File: config.mk
export PLATFORM = sky130hd
export DESIGN_NAME = sprite_cmd_encoder
export DESIGN_NICKNAME = d
export VERILOG_FILES = /design/src/rtl/sprite_cmd_encoder.sv
export SDC_FILE = /design/constraint.sdc
export NUM_CORES = 1
export LEC_CHECK = 0
export CAP_MARGIN = 20
export CORE_ASPECT_RATIO = 0.9
export CORE_MARGIN = 2
export CORE_UTILIZATION = 55
export CTS_CLUSTER_SIZE = 30
export DETAILED_ROUTE_END_ITERATION = 8
export GPL_TIMING_DRIVEN = 0
export PLACE_DENSITY = 0.82
export SYNTH_ARGS = -nofsm -noshare
export SYNTH_HDL_FRONTEND = slang
export SYNTH_SLANG_ARGS = --single-unit
File: constraint.sdc
create_clock -name clk -period 9.19 [get_ports clk]
set_input_delay 1.838 -clock clk [delete_from_list [all_inputs] [get_ports clk]]
set_output_delay 1.838 -clock clk [all_outputs]
set_load 0.01 [all_outputs]
File: src/rtl/sprite_cmd_encoder.sv
// sprite_cmd_encoder
//   Transmit end of the sprite command bus. Takes one sprite update at a
//   time and serialises it into four command words (VIS, X, Y, ATTR). At the
//   start of vertical blank it scans all 64 component IDs and sends a
//   buffer-swap word to each one updated during the frame. It keeps the
//   per-component front/back buffer bit so software does not have to.
//
// Ports
//   clk, reset        : clock, asynchronous active-high reset
//   vcount[9:0]       : current VGA line, used to detect entry into vblank
//   upd_valid/ready   : update handshake
//   upd_component[5:0], upd_child[4:0], upd_visible, upd_flip,
//   upd_x/y/attr[9:0] : update payload, sampled on accept
//   writedata[31:0]   : registered command word (0 = NOP)
//   cmd_valid         : high while writedata is not a NOP
//   swap_done         : one-cycle pulse, concurrent with the last scan word
//   dbg_state[2:0]    : current FSM state
//
// Handshake: an update transfers on a rising edge where upd_valid and
// upd_ready are both high. upd_ready depends only on registered state, so it
// never depends combinationally on upd_valid. The payload must be stable
// while upd_valid is high.
//
// Word layout: [31:26] component, [25:21] child, [20:17] action,
//              [16:14] action type, [13] buffer toggle, [12:0] data.

module sprite_cmd_encoder #(
  parameter logic [9:0] VBLANK_LINE = 10'd480
) (
  input  logic        clk,
  input  logic        reset,
  input  logic [9:0]  vcount,
  input  logic        upd_valid,
  output logic        upd_ready,
  input  logic [5:0]  upd_component,
  input  logic [4:0]  upd_child,
  input  logic        upd_visible,
  input  logic        upd_flip,
  input  logic [9:0]  upd_x,
  input  logic [9:0]  upd_y,
  input  logic [9:0]  upd_attr,
  output logic [31:0] writedata,
  output logic        cmd_valid,
  output logic        swap_done,
  output logic [2:0]  dbg_state
);

  // Each emit state names the word currently on writedata. SWAP means a
  // scan word (index scan_idx_q) is currently on writedata.
  typedef enum logic [2:0] {
    S_IDLE   = 3'd0,
    S_EMIT_V = 3'd1,
    S_EMIT_X = 3'd2,
    S_EMIT_Y = 3'd3,
    S_EMIT_A = 3'd4,
    S_SWAP   = 3'd5
  } state_e;

  localparam logic [3:0] ACT_UPDATE = 4'b0001;
  localparam logic [3:0] ACT_SWAP   = 4'b1111;
  localparam logic [2:0] TYPE_VIS   = 3'b001;
  localparam logic [2:0] TYPE_X     = 3'b010;
  localparam logic [2:0] TYPE_Y     = 3'b011;
  localparam logic [2:0] TYPE_ATTR  = 3'b100;
  localparam logic [5:0] LAST_IDX   = 6'd63;

  function automatic logic [31:0] make_word(
    input logic [5:0]  comp,
    input logic [4:0]  child,
    input logic [3:0]  action,
    input logic [2:0]  atype,
    input logic        tog,
    input logic [12:0] data
  );
    return {comp, child, action, atype, tog, data};
  endfunction

  state_e      state_q, state_d;
  logic [5:0]  comp_q, comp_d;
  logic [4:0]  child_q, child_d;
  logic        tog_q, tog_d;
  logic [9:0]  x_q, x_d;
  logic [9:0]  y_q, y_d;
  logic [9:0]  attr_q, attr_d;
  logic [5:0]  scan_idx_q, scan_idx_d;
  logic [63:0] front_q, front_d;
  logic [63:0] dirty_q, dirty_d;
  logic        pend_q, pend_d;
  logic [9:0]  vcount_q, vcount_d;
  logic [31:0] writedata_q, writedata_d;
  logic        cmd_valid_q, cmd_valid_d;
  logic        swap_done_q, swap_done_d;

  logic        accept;
  logic        trigger;
  logic        start_scan;
  logic        scan_emit;
  logic [5:0]  scan_sel;

  assign upd_ready = ((state_q == S_IDLE) || (state_q == S_EMIT_A)) && !pend_q;
  assign accept    = upd_valid && upd_ready;
  assign trigger   = (vcount == VBLANK_LINE) && (vcount_q != VBLANK_LINE);

  always_comb begin
    state_d     = state_q;
    comp_d      = comp_q;
    child_d     = child_q;
    tog_d       = tog_q;
    x_d         = x_q;
    y_d         = y_q;
    attr_d      = attr_q;
    scan_idx_d  = scan_idx_q;
    front_d     = front_q;
    dirty_d     = dirty_q;
    pend_d      = pend_q;
    vcount_d    = vcount;
    writedata_d = 32'h0;
    swap_done_d = 1'b0;
    start_scan  = 1'b0;
    scan_emit   = 1'b0;
    scan_sel    = 6'd0;

    if (accept && (upd_component != 6'd0)) begin
      dirty_d[upd_component] = 1'b1;
    end

    // A vblank edge seen while scanning belongs to a frame already handled.
    if (trigger && (state_q != S_SWAP)) begin
      pend_d = 1'b1;
    end

    case (state_q)
      S_IDLE, S_EMIT_A: begin
        state_d = S_IDLE;
        if (accept) begin
          // ID 0 is consumed silently; everything else starts a burst.
          if (upd_component != 6'd0) begin
            comp_d      = upd_component;
            child_d     = upd_child;
            tog_d       = ~front_q[upd_component];
            x_d         = upd_x;
            y_d         = upd_y;
            attr_d      = upd_attr;
            writedata_d = make_word(upd_component, upd_child, ACT_UPDATE, TYPE_VIS,
                                    ~front_q[upd_component],
                                    {upd_visible, upd_flip, 11'd0});
            state_d     = S_EMIT_V;
          end
        end else if (pend_q) begin
          start_scan = 1'b1;
        end
      end
      S_EMIT_V: begin
        writedata_d = make_word(comp_q, child_q, ACT_UPDATE, TYPE_X, tog_q, {3'd0, x_q});
        state_d     = S_EMIT_X;
      end
      S_EMIT_X: begin
        writedata_d = make_word(comp_q, child_q, ACT_UPDATE, TYPE_Y, tog_q, {3'd0, y_q});
        state_d     = S_EMIT_Y;
      end
      S_EMIT_Y: begin
        writedata_d = make_word(comp_q, child_q, ACT_UPDATE, TYPE_ATTR, tog_q, {3'd0, attr_q});
        state_d     = S_EMIT_A;
      end
      S_SWAP: begin
        if (scan_idx_q == LAST_IDX) begin
          state_d = S_IDLE;
        end else begin
          scan_idx_d  = scan_idx_q + 6'd1;
          scan_emit   = 1'b1;
          scan_sel    = scan_idx_q + 6'd1;
          // done pulses alongside the word for the final index
          swap_done_d = (scan_idx_q + 6'd1) == LAST_IDX;
        end
      end
      default: begin
        state_d = S_IDLE;
      end
    endcase

    if (start_scan) begin
      state_d    = S_SWAP;
      scan_idx_d = 6'd0;
      pend_d     = 1'b0;
      scan_emit  = 1'b1;
      scan_sel   = 6'd0;
    end

    // The toggle names the buffer being promoted, then front flips so later
    // updates this component receives target the new back buffer.
    if (scan_emit && dirty_q[scan_sel]) begin
      writedata_d       = make_word(scan_sel, 5'd0, ACT_SWAP, 3'b000, ~front_q[scan_sel], 13'd0);
      dirty_d[scan_sel] = 1'b0;
      front_d[scan_sel] = ~front_q[scan_sel];
    end

    cmd_valid_d = (writedata_d != 32'h0);
  end

  always_ff @(posedge clk or posedge reset) begin
    if (reset) begin
      state_q     <= S_IDLE;
      comp_q      <= 6'd0;
      child_q     <= 5'd0;
      tog_q       <= 1'b0;
      x_q         <= 10'd0;
      y_q         <= 10'd0;
      attr_q      <= 10'd0;
      scan_idx_q  <= 6'd0;
      front_q     <= 64'd0;
      dirty_q     <= 64'd0;
      pend_q      <= 1'b0;
      vcount_q    <= 10'd0;
      writedata_q <= 32'h0;
      cmd_valid_q <= 1'b0;
      swap_done_q <= 1'b0;
    end else begin
      state_q     <= state_d;
      comp_q      <= comp_d;
      child_q     <= child_d;
      tog_q       <= tog_d;
      x_q         <= x_d;
      y_q         <= y_d;
      attr_q      <= attr_d;
      scan_idx_q  <= scan_idx_d;
      front_q     <= front_d;
      dirty_q     <= dirty_d;
      pend_q      <= pend_d;
      vcount_q    <= vcount_d;
      writedata_q <= writedata_d;
      cmd_valid_q <= cmd_valid_d;
      swap_done_q <= swap_done_d;
    end
  end

  assign writedata = writedata_q;
  assign cmd_valid = cmd_valid_q;
  assign swap_done = swap_done_q;
  assign dbg_state = state_q;

endmodule
==> Word level (Yosys, flattened, before mapping) <==
Index checks and enable logic that the tools add are counted.
{ "classes": {"add_sub_neg": 1, "magnitude_cmp": 4, "eq_ne": 12, "mux": 38, "bitwise": 5, "n_reduce_logical": 18} }
{ "ops": {"columns": ["cell", "n"], "rows": [
  ["$mux W64", 2],
  ["$pmux W32 S4", 1],
  ["$mux W32", 3],
  ["$and A64 B64 Y64", 1],
  ["$bwmux W64", 1],
  ["$not A64 Y64", 1],
  ["$or A64 B64 Y64", 1],
  ["$mux W6", 6],
  ["$reduce_bool A32 Y1", 1],
  ["$bmux W1 S6", 3],
  ["$mux W1", 17],
  ["$pmux W3 S5", 1],
  ["$lt A6 B7 Y1 const B", 2],
  ["$demux W1 S6", 2],
  ["$eq A6 B6 Y1 const B", 2],
  ["$ge A6 B1 Y1 const B", 2],
  ["$eq A10 B9 Y1 const B", 1],
  ["$ne A10 B9 Y1 const B", 1],
  ["$logic_and A1 B1 Y1", 8],
  ["$add A6 B1 Y6 const B", 1],
  ["$eq A3 B2 Y1 const B", 2],
  ["$eq A3 B3 Y1 const B", 2],
  ["$mux W3", 2],
  ["$ne A3 B3 Y1 const B", 2],
  ["other kinds (11)", 13]
]} }
{ "totals": {"register_bits": 224, "inputBits": 56, "out_inout_bits": 38, "elab_cells": 93} }

==> Longest topological paths before layout <==
Gate-level depths: netlist of the first run.
{ "logic_depth": {"word_depth": 14, "ltp_mapped": 15, "ltp_nobuf": 10} }

==> Least setup slack after synthesis of the first run <==
No wires, ideal clock.
{ "synth_path": {"kind": "input to register", "from": "input upd_component[1]", "to": "register writedata_q[13], in the netlist writedata[13]", "setup_time_ns": 0.087, "t_arrival_ns": 3.922, "required_time_ns": 9.103, "path_slack_ns": 5.181, "cell_stages": 7, "path_buffers": 2, "path_cell_list": "clkbuf_1 -> buf_1 -> mux4_2 -> mux2_2 -> a222oi_1 -> nand4_1 -> o211ai_1"} }
{ "synth_via": {"elab_chain_len": 7, "elab_cells_between_ends": 8, "classes_between": "mux (6); bitwise (1); reduce/logical (1)"} }
{ "synth_rtl": {"columns": ["element", "line_no", "text"], "rows": [
  ["start, declared", "35", "input logic [5:0] upd_component,"],
  ["$bmux W1 S6", "145", "~front_q[upd_component],"],
  ["$mux W1 (implied by the code)", "145", null],
  ["$not A1 Y1", "145", null],
  ["$mux W32 (*)", "137", "if (upd_component != 6'd0) begin"],
  ["$mux W32 (*)", "135", "if (accept) begin"],
  ["$pmux W32 S4 (*)", "132", "case (state_q)"],
  ["$mux W32 (*)", "191", "if (scan_emit && dirty_q[scan_sel]) begin"],
  ["net writedata_d[13]", "90", "logic [31:0] writedata_q, writedata_d;"],
  ["end signal, assigned", "230", "writedata_q <= writedata_d;"],
  ["end, declared", "90", null]
]} }
Mark *: on every way through the listed nets, which the timed path passes. The rest lies on a longest branch. The select of a mux whose other input is x is not followed.
A chain may end at the register's enable or synchronous reset.

==> Worst setup path in the final report of the first run <==
{ "layout_path": {"from": "input upd_component[1]", "to": "register dirty_q[55]"} }
{ "layout_via": {"elab_chain_len": 8, "elab_cells_between_ends": 11, "classes_between": "order compare (2); mux (4); bitwise (2); reduce/logical (3)"} }
{ "layout_rtl": {"columns": ["element", "line_no", "text"], "rows": [
  ["$lt A6 B7 Y1 (implied by the code) or $ge A6 B1 Y1 (tied branches)", "124", "dirty_d[upd_component] = 1'b1;"],
  ["$logic_and A1 B1 Y1 (implied by the code)", "124", null],
  ["$mux W1 (implied by the code)", "124", null],
  ["$demux W1 S6", "124", null],
  ["$or A64 B64 Y64 (no source line)", null, null],
  ["$mux W64 (*)", "123", "if (accept && (upd_component != 6'd0)) begin"],
  ["$and A64 B64 Y64 (no source line)", null, null],
  ["$mux W64 (*)", "191", null],
  ["net dirty_d[55]", "87", "logic [63:0] dirty_q, dirty_d;"],
  ["end signal, assigned", "227", "dirty_q <= dirty_d;"],
  ["end, declared", "87", null]
]} }
Mark *: on every way through the listed nets, which the timed path passes. The rest lies on a longest branch.

==> metrics.cfg, run 1 <==
[synth]
ys_ff_latch=221
yosys-top-cells-area=dfrtp_1, mux2_2, nor2_1, nand2_1, a21oi_1
ys_seq_area_frac=0.514
synth_fp_nets=1137
syn_avg_cell_area_um2=9.96
syn_inst=1079
async_flop_share=1.00
syn_area_um2=10800
synth_edf_count=0
yosys.cell_types.count=81
yosysTopAreaCellShare=0.514
synth_flop_cell=dfrtp_1
ys_warn_count=0
yosysTopAreaCell=dfrtp_1

[die]
fp.dieW_um=151
core_um2=19200
io_pins=94
fp.dieH_um=137
initial_core_util=0.561
rows=48
dieArea_um2=20700

[placement]
place.port_buffers=88
dp_slack_ps=4210
hpwl_um=23300
place.gp.congestion=1.03

[route]
viasPerCell=6.38
initialDrtViolationCount=1293
vias=9310
wire_per_inst_um=23.0
drc=0
wl_um=33500
ant_nets=0
first_pass_iters=7

[setup_path]
cpMaxStageDelayCell=nor2_1
critPathCapture=dirty_q[55]$_DFF_PP0_
reg2reg_depth=12
arrival_ps=5200
cp-end-kind=flip-flop
path_class=input port to flip-flop
critPathLaunch=upd_component[1]
reg2reg_slack_ps=4540
start_kind=input port
path_cells=clkbuf_1, buf_1, clkbuf_1, nand2_1, nor2_1, a21oi_1, nor2_1
cp_max_fo=10
cp.required_ps=9630
critPathMaxStageDelay_ps=920
r2r-end=front_q[43]$_DFFE_PP0P_
r2r-start=scan_idx_q[0]$_DFFE_PP0P_

[cts]
clkSinkCount=221
ctsResizeCount=0
cts_tree=done
clkTransAtPathRegs_ps=60
clk_latency_ps=520
htreeDepth=1
cts_buffers=22
root_buffer=clkbuf_16
cts_setup_buffers=0
cts_hold_buffers=0
clockBufferDepth=3

[timing]
fmax_mhz=210
worst_clock_skew_ps=9.82
tns_ps=0
finalMaxSlewViolations=0
setup_ws_ps=4430
hold_viol_final=0
timing.hold.ws_ps=472
setup_viol=0
rsz0062_at_grt=false
worst_slew_margin_rel=0.232
worstMarginPinSlew_ps=1150
period_needed_ps=4760
fin_crit_sh=0.518

[pwr]
swShare=0.210
p_per_area_nw_per_um2=156
total_power_w=0.00200
combPwrFrac=0.034
peakVddDrop_mv=0.130
pwr-share-seq=0.489
cellInternalPower_w=0.00158
p_sw_w=0.000418
leakagePower_nw=5.93
clock_power_share=0.477

[grt]
grt_max_degree=113
grt_overflow=0
grt_pass1_vias=9237
grt_usage=0.334
grt_antenna_before_repair=0
grt_pass1_wl_um=51900

[finish]
regArea_um2=5530
drive_above_1_share=0.152
postLayoutCoreUtil=0.668
area_growth_pct=19.1
multi_input_area_um2=4830
nNetsFinal=1256
antennaDiodeCount=0
fillers=1469

[flow_run]
drv_cap=0

[worst_hold_path]
min_path_type=flip-flop to flip-flop
hold_depth=2

[outcome]
outcome=finished clean

[cells in the final DEF, fill, tap and decap left out, types with 4 or more instances in the layout]
master / instances
a21o_1: 4
a21oi_1: 99
a22o_1: 11
a22oi_1: 19
a31oi_1: 5
and2_1: 7
and3_1: 7
buf_1: 9
buf_2: 20
buf_4: 11
buf_6: 9
bufinv_16: 4
clkbuf_1: 31
clkbuf_16: 22
clkdlybuf4s50_1: 88
dfrtp_1: 221
inv_1: 10
mux2_2: 65
mux2i_1: 12
mux4_2: 16
nand2_1: 177
nand2_2: 4
nand3_1: 12
nand3b_1: 7
nand4_1: 4
nand4b_1: 4
nor2_1: 185
nor2b_1: 7
nor3_1: 12
nor3_2: 4
nor4_1: 5
o211ai_1: 9
o21ai_0: 12
o22ai_1: 8
or3_1: 6
or4_1: 5
xnor2_1: 4
[per-layer routing]
layer | routed length, um | share of wire | track usage
met5 | 0 | 0 | 0
met4 | 1810 | 0.054 | 0.149
met3 | 4310 | 0.13 | 0.0983
met2 | 14500 | 0.43 | 0.492
met1 | 12900 | 0.39 | 0.461
[sequential cells by signal, indices dropped and copies added (netlist names), 3 cells and up]
signal      cells
dirty_q        64
front_q        64
writedata      29
attr_q         10
vcount_q       10
x_q            10
y_q            10
comp_q          6
scan_idx_q      6
child_q         5
dbg_state       3
[power groups by stage]
stage | Clock, W | Sequential [W] | Combinational, W
after global routing | 0.000996 | 0.000975 | 0.0000727
after CTS | 0.000961 | 0.000976 | 0.0000673
final | 0.000952 | 0.000976 | 0.0000671
after detailed placement | 0 | 0.000994 | 0.0000670
after floorplan | 0 | 0.000994 | 0.0000295
after global placement | 0 | 0.000994 | 0.0000639
[cell type report]
cell class,instances,area share
plain buffers,71,0.0290
well taps,250,0.0244
repair buffers,95,0.0749
multi-input cells,776,0.377
flip-flops and latches,221,0.432
inverters,11,0.00381
clock inverters,8,0.0118
clock buffers,28,0.0471
[worst min path at each step]
stage	endpoint	startpoint	slack [ps]
CTS	y_q[4]$_DFFE_PP0P_	y_q[4]$_DFFE_PP0P_	470
floorplan	attr_q[0]$_DFFE_PP0P_	attr_q[0]$_DFFE_PP0P_	440
finish	y_q[2]$_DFFE_PP0P_	y_q[2]$_DFFE_PP0P_	470
global placement	attr_q[9]$_DFFE_PP0P_	attr_q[9]$_DFFE_PP0P_	450
detailed placement	attr_q[4]$_DFFE_PP0P_	attr_q[4]$_DFFE_PP0P_	460
global route	comp_q[2]$_DFFE_PP0P_	comp_q[2]$_DFFE_PP0P_	490
[logic make-up (layout without fill, tap and decap cells)]
family / Yosys count / in the layout / synth area share
buffers and inverters: 82 / 213 / 0.0384
adders and majority gates: 2 / 2 / 0.00233
AOI/OAI and AO/OA: 203 / 203 / 0.127
and+or+nand+nor: 468 / 468 / 0.195
other: 1 / 1 / 0.000349
xor gates and xnor gates: 7 / 7 / 0.00815
muxes: 95 / 95 / 0.115
DFF: 221 / 221 / 0.514
[cells in the mapped netlist, drive strengths merged (3+ instances only)]
library cell	instances
o21ai	13
dfrtp	221
a22oi	19
clkbuf	28
and3	7
mux2i	12
or4	5
or3	6
mux4	16
o211ai	9
nand3	13
a2bb2oi	3
nor2b	7
nor2	186
and2	8
a211oi	3
a31oi	5
inv	11
nand4	5
a21o	4
nor3	16
nand4b	4
xnor2	5
nand2	182
o22ai	8
nand3b	7
o32ai	4
mux2	67
buf	43
nor4	6
nor3b	4
a21oi	100
o221ai	4
a22o	11
[metrics by stage]
step / cell area, um2 / cells
global placement: 11900 / 1417
floorplan: 10800 / 1079
finish: 12800 / 1460
detailed placement: 12000 / 1422
global route: 12800 / 1460
CTS: 12800 / 1458
[critical path: cells and delay by family]
kind	cells	cell delay [ps]
AND/OR/NAND/NOR	3	1360
AO/OA/AOI/OAI	1	190
buffers and inverters	3	1800
(Power assumes the default switching activity.)
==> run 2: changes to the inputs <==
Clock period 9.19 ns to 4.6 ns, I/O delays scaled along.
==> run 2 against run 1 <==
Die area stayed put; critical path depth is 5 higher; sequential power is 100% higher; final cell count is 0.55% higher; via count is 0.87% higher; first-iteration DRC count is 4.3% higher; global-route usage is 0.68 points higher; design area is 0.45% higher; non-clock buffer count is 3 higher; count of clock-buffer cells in the layout is 5 higher.
==> metrics.cfg, run 2 (synthesis results as in run 1) <==
[die]
fp.dieW_um=151
fp.dieH_um=137
core_um2=19200
rows=48
initial_core_util=0.561
dieArea_um2=20700
io_pins=94

[setup_path]
cp.required_ps=5020
arrival_ps=4920
cp_max_fo=10
start_kind=flip-flop
path_class=flip-flop to flip-flop
cp-end-kind=flip-flop

[grt]
grt_antenna_before_repair=0
met3_usage=0.0933
grt_overflow=0
grt_usage=0.341
grt_use_met1=0.471
grt_max_degree=43
grt_pass1_wl_um=52900
grt_pass1_vias=9353
grt.busiest_layer=met2
grt_util_met2=0.502

[pwr]
total_power_w=0.00395
leakagePower_nw=5.95
p_per_area_nw_per_um2=307
peakVddDrop_mv=0.225

[timing]
timing.hold.ws_ps=470
worstMarginPinSlew_ps=1140
tns_ps=0
setup_viol=0
fin_crit_sh=0.977
worst_clock_skew_ps=11.8
finalMaxSlewViolations=0
fmax_mhz=222
rsz0062_at_grt=false
period_needed_ps=4500
hold_viol_final=0
worst_slew_margin_rel=0.235

[route]
wl_um=34500
vias=9391
first_pass_iters=6
wire_per_inst_um=23.5
viasPerCell=6.40
ant_nets=0
drc=0
initialDrtViolationCount=1348

[cts]
clkSinkCount=221
cts_tree=done
clockBufferDepth=3
cts_buffers=23
cts_setup_buffers=0
clkTransAtPathRegs_ps=60
clk_latency_ps=540
htreeDepth=1
root_buffer=clkbuf_16

[finish]
nNetsFinal=1260
postLayoutCoreUtil=0.671
fillers=1500
mostFrequentLayoutCell=dfrtp_1
final_cells=1468
drive_above_1_share=0.155
area_growth_pct=19.6
antennaDiodeCount=0
final_cell_mix=dfrtp_1, nor2_1, nand2_1, a21oi_1, clkdlybuf4s50_1

[placement]
place.port_buffers=88
hpwl_um=24100
place.gp.congestion=1.06
dp.cells=1427

[outcome]
outcome=finished clean

[flow_run]
drv_cap=0

[worst_hold_path]
min_path_type=flip-flop to flip-flop

==> run 2: cell types whose count changed in the layout (fill, tap and decap cells not counted), sizes merged <==
cell	before	now
clkbuf	56	61
buf	50	53
bufinv	4	1
clkinvlp	0	2
clkinv	4	5
==> run 2: path summary, 6_finish.rpt <==
path,cells past startpoint,slack (ps),end,startpoint
max,12,100,front_q[0]$_DFFE_PP0P_,scan_idx_q[0]$_DFFE_PP0P_
max in group asynchronous,5,2490,front_q[23]$_DFFE_PP0P_,reset
min in group asynchronous,2,910,writedata[15]$_DFF_PP0_,reset
min reg2reg,2,470,y_q[5]$_DFFE_PP0P_,y_q[5]$_DFFE_PP0P_
min,2,470,y_q[5]$_DFFE_PP0P_,y_q[5]$_DFFE_PP0P_
max reg2reg,12,100,front_q[0]$_DFFE_PP0P_,scan_idx_q[0]$_DFFE_PP0P_
==> run 2: metrics by stage <==
| stage | cell area [um2] | worst slack [ps] |
|---|---|---|
| 6_report | 12900 | 104 |
| 3_3_place_gp | 11900 | -813 |
| 2_1_floorplan | 10800 | 798 |
| 3_5_place_dp | 12100 | 270 |
| 5_1_grt | 12900 | 117 |
| 4_1_cts | 12900 | 212 |
==> run 2: final cells by class <==
cell class,count,area (um2),share of cell area
sequential,221,5530,0.430
tap,250,313,0.0243
clock inverter,8,82.6,0.00642
buffer,71,372,0.0289
clock buffer,33,663,0.0516
multi-input combinational,776,4830,0.376
inverter,11,45.0,0.00350
timing repair buffer,98,1030,0.0798
==> run 2: power by group <==
| part | switching (W) | leakage [nW] | internal, W | total [W] |
|---|---|---|---|---|
| Sequential | 0.00000108 | 3.04 | 0.00195 | 0.00195 |
| Combinational | 0.0000821 | 2.54 | 0.0000605 | 0.000143 |
| Clock | 0.000790 | 0.369 | 0.00106 | 0.00185 |
==> run 2: routing by layer <==
layer | vias to the layer above | share of wire
met3 | 170 | 0.12
met4 | 0 | 0.056
met1 | 4541 | 0.40
li1 | 4013 | -
met2 | 667 | 0.43
met5 | - | 0
==> run 2: critical path, cell delays in order (launching register included) <==
cell,delay (ps)
dfrtp_1,390
buf_2,260
inv_1,180
ha_1,460
buf_4,260
nand3_1,440
a21oi_1,90
a22o_1,220
o41ai_1,750
o2111a_1,340
nand4_2,340
buf_2,350
mux2_1,310
==> run 2: what timing repair did <==
item,4_1_cts,5_1_grt
hold buffers,0,0
setup endpoints to repair,0,42
gates resized for setup,0,1
